File: config.mk
export PLATFORM = sky130hd
export DESIGN_NAME = seg7_hex_decoder
export DESIGN_NICKNAME = d
export VERILOG_FILES = /design/src/rtl/seg7_hex_decoder.sv
export SDC_FILE = /design/constraint.sdc
export NUM_CORES = 1
export LEC_CHECK = 0
export BUFFER_PORTS_ARGS = -buffer_cell sky130_fd_sc_hd__buf_2
export CAP_MARGIN = 20
export CORE_AREA = 2 2 39 41
export DETAILED_ROUTE_END_ITERATION = 16
export DIE_AREA = 0 0 41 43
export PLACE_DENSITY = 0.44
export RECOVER_POWER = 100
export SYNTH_ARGS = -nofsm -noshare
export SYNTH_HDL_FRONTEND = slang
export SYNTH_SLANG_ARGS = --single-unit
File: constraint.sdc
create_clock -name vclk -period 1.2
set_clock_uncertainty 0.1 [all_clocks]
set_input_delay 0.12 -clock vclk [all_inputs]
set_output_delay 0.12 -clock vclk [all_outputs]
set_load 0.005 [all_outputs]
File: src/rtl/seg7_hex_decoder.sv
// Hex nibble to active-low 7-segment pattern with the decimal point off.
module seg7_hex_decoder (
  input  logic [3:0] nibble,
  output logic [7:0] seg
);

  always_comb begin
    seg = 8'hFF;
    case (nibble)
      4'h0: seg = 8'hC0;
      4'h1: seg = 8'hF9;
      4'h2: seg = 8'hA4;
      4'h3: seg = 8'hB0;
      4'h4: seg = 8'h99;
      4'h5: seg = 8'h92;
      4'h6: seg = 8'h82;
      4'h7: seg = 8'hF8;
      4'h8: seg = 8'h80;
      4'h9: seg = 8'h90;
      4'hA: seg = 8'h88;
      4'hB: seg = 8'h83;
      4'hC: seg = 8'hC6;
      4'hD: seg = 8'hA1;
      4'hE: seg = 8'h86;
      4'hF: seg = 8'h8E;
      default: seg = 8'hFF;
    endcase
  end

endmodule

==> run summary <==
The flow ran to the end, but the final reports show violations. The checks that failed: setup timing. The worst path in the final design needs a cycle of 1.363 ns, including I/O delays and setup. Power spread over the standard cell area amounts to 317.1 nW/um^2. The post-layout instance area is 486.7 sq um. Along the worst hold path, the cell count comes to 3.

The delay contributed by the slowest stage of the critical path came out at 0.34 ns. The count of nets left with antenna violations once routing finished came out at 0. The total track usage is 7.400%. The internal power summed over all cells is 0.08818 mW.

The post-route clock period utilization came out at 113.6%. The count of routing violations after the opening detailed-route iteration is 0. The number of remaining DRC errors is 0. The first global-routing pass estimated 993 microns of wire.

The share of power burned in registers came out at 0%. The via count is 287. The total nets after synthesis came out at 45. From left edge to right edge, the die measures 41 microns.

The average wire per standard cell came out at 8.362 microns. The path with the worst hold slack has its endpoint at seg[5]. The ratio of cells with drive above 1 in the final layout is 60.38%. Pin placement for this block handled 12 I/O pins. In this run the worst hold path is classified as in2out. The data arrival time of the critical path is 1.14 ns.

By startpoint and endpoint, the worst setup path is classified as in2out. The distinct cell type count after synthesis is 17. The area share of the largest cell type after synthesis came out at 30.57%. The placed instances occupy a cell area of 432.9 sq um.

For this design the static power due to leakage is 0.2459 nW. The largest total area in the synthesized netlist belongs to ha_1. The top cell types in the final layout, fill and taps aside, are buf_4, buf_2, nor2_1. The final layout net count is 66. In this run the worst path has a maximum fanout of 4.

After technology mapping, the gate count stands at 34. Fill cells in the final layout number 154. The core outline area is 1384 sq um.

In this run the most critical hold path is launched from nibble[2]. The detail-routed via count per cell came out at 4.159. The worst setup path is launched from an input pin.

The post-detailed-routing wire length is 577 microns. Setup repair after global routing could not meet its margin everywhere. After synthesis, the mean cell area works out to 8.427 sq um. The pin count of the biggest net entering global routing is 12.

The number of violations of the max-capacitance limit is 0. The family of cells with the greatest summed delay on the critical path is simple AND/OR/NAND/NOR gates. The final number of hold-violating endpoints came out at 0.

The number of placed instances, taps included, is 69. The area of the mapped netlist is 286.5 sq um. The die covers 1763 sq um.

Sorting the synthesized cells by area gives the leading types as ha_1, mux2i_1, mux4_1. The quantity of I/O buffers inserted on ports is 11. The routability congestion estimate is 0.5860. The net switching power came out at 0.06615 mW. The final setup TNS is -0.5114 ns.

The initial antenna violation count is 0. The cell row count is 14. Across all setup checks in the final design, the least slack found is -0.1632 ns.

The wire-length estimate of the detail-placed layout is 518.4 microns. The count of placed standard cells in the final layout, fillers left out came out at 69. Leaving out fill and tap cells, the most frequent cell in the layout is buf_4. The via count of the first global-routing pass came out at 258. The post-CTS repair timing setup buffer count came out at 0. The multi-input combinational cells in the finished layout cover a total of 287.8 sq um. The die span in y came out at 43 microns. The signal on the critical path passes through buf_8 > inv_8 > ha_4 > and2b_2 > or3b_1 > o21ai_1 > buf_2. The number of iterations in the first detailed-routing pass came out at 1. The starting density of the core came out at 20.71%. The cell with the largest stage delay on the worst path is or3b_1. The worst hold margin is 0.5202 ns. The maximum clock frequency came out at 733.6 MHz. The worst setup path is captured at an output pin. The worst-case IR drop observed on VDD is 0.05859 mV. The count of final max-slew check failures is 0.

The endpoint required time on the critical path is 0.98 ns. The share of total power consumed by net switching is 42.86%. Of the synthesized area, sequential elements account for 0%.

Across the whole layout, storage elements account for 0 sq um. The clock buffer instance count of the final layout came out at 0. The number of flip-flops and latches came out at 0. The final design utilization is 35.17%. Setup violations remaining at the end of the flow were counted as 5. The number of buffer and inverter instances along the worst setup path came out at 3. The Yosys warning count came out at 0. Compared with the post-synthesis result, the final layout area differs by 69.87%. The antenna diode count is 0. The clock network accounts for 0% of the total power. The remaining global-route overflow came out at 0. Combinational logic burns 100.0% of the power.
worst min-delay path, stage by stage:
cell and delay, ns:
buf_2 0.18, a21oi_1 0.08, buf_2 0.12
cells by family after synthesis:
kind of cell	after synthesis	share of synthesized area, %
other cells	1	1.309
fa+ha+maj	7	30.57
compound gates	6	14.85
buf+inv	6	12.23
mux	6	27.08
simple gates	8	13.97
power by group through the flow:
stage	sequential, mW	combinational (mW)	clock, mW
detailed placement	0	0.136	0
CTS	0	0.153	0
global route	0	0.173	0
floorplan	0	0.0748	0
global placement	0	0.137	0
finish	0	0.154	0
layer usage:
layer	GRT usage, %	vias to the layer above	share of wire (%)
li1	-	153	-
met1	9.524	129	42
met2	13.75	5	54
met3	0	0	3.6
met4	0	0	0
met5	0	-	0
synthesized netlist by cell type, drive strengths merged:
| library cell | count |
|---|---|
| o21ai | 2 |
| nor2 | 5 |
| nand2 | 1 |
| mux2 | 1 |
| conb | 1 |
| buf | 3 |
| ha | 7 |
| mux4 | 1 |
| or3b | 1 |
| a21oi | 1 |
| a32o | 1 |
| a22o | 2 |
| mux2i | 4 |
| and2b | 1 |
| inv | 3 |
stage by stage:
| step | worst slack (ns) | total power, mW |
|---|---|---|
| floorplan | 0.002019 | 0.07484 |
| global placement | -0.2697 | 0.1370 |
| detailed placement | -0.2766 | 0.1362 |
| CTS | -0.1710 | 0.1532 |
| global route | -0.2076 | 0.1731 |
| finish | -0.1632 | 0.1543 |
layout make-up:
cell class                      instances  share of cell area (%)
Inverter                                3                   4.370
Multi-Input combinational cell         28                   59.13
Tap cell                               16                   4.113
Timing Repair Buffer                   22                   32.39
worst max-delay path by stage:
stage                   start  depth (start not counted)     end  slack (ns)
finish              nibble[1]                          7  seg[0]       -0.16
global route        nibble[1]                          7  seg[0]       -0.21
CTS                 nibble[1]                          7  seg[0]       -0.17
detailed placement  nibble[0]                          6  seg[3]       -0.28
global placement    nibble[0]                          6  seg[3]       -0.27
floorplan           nibble[1]                          5  seg[0]       0.002
timing repair:
action                                  CTS  global route
pin swaps                                 2             0
endpoints found under the setup margin    7             7
resized for setup                        15             2
hold buffers                              0             0
(Power assumes the default switching activity.)
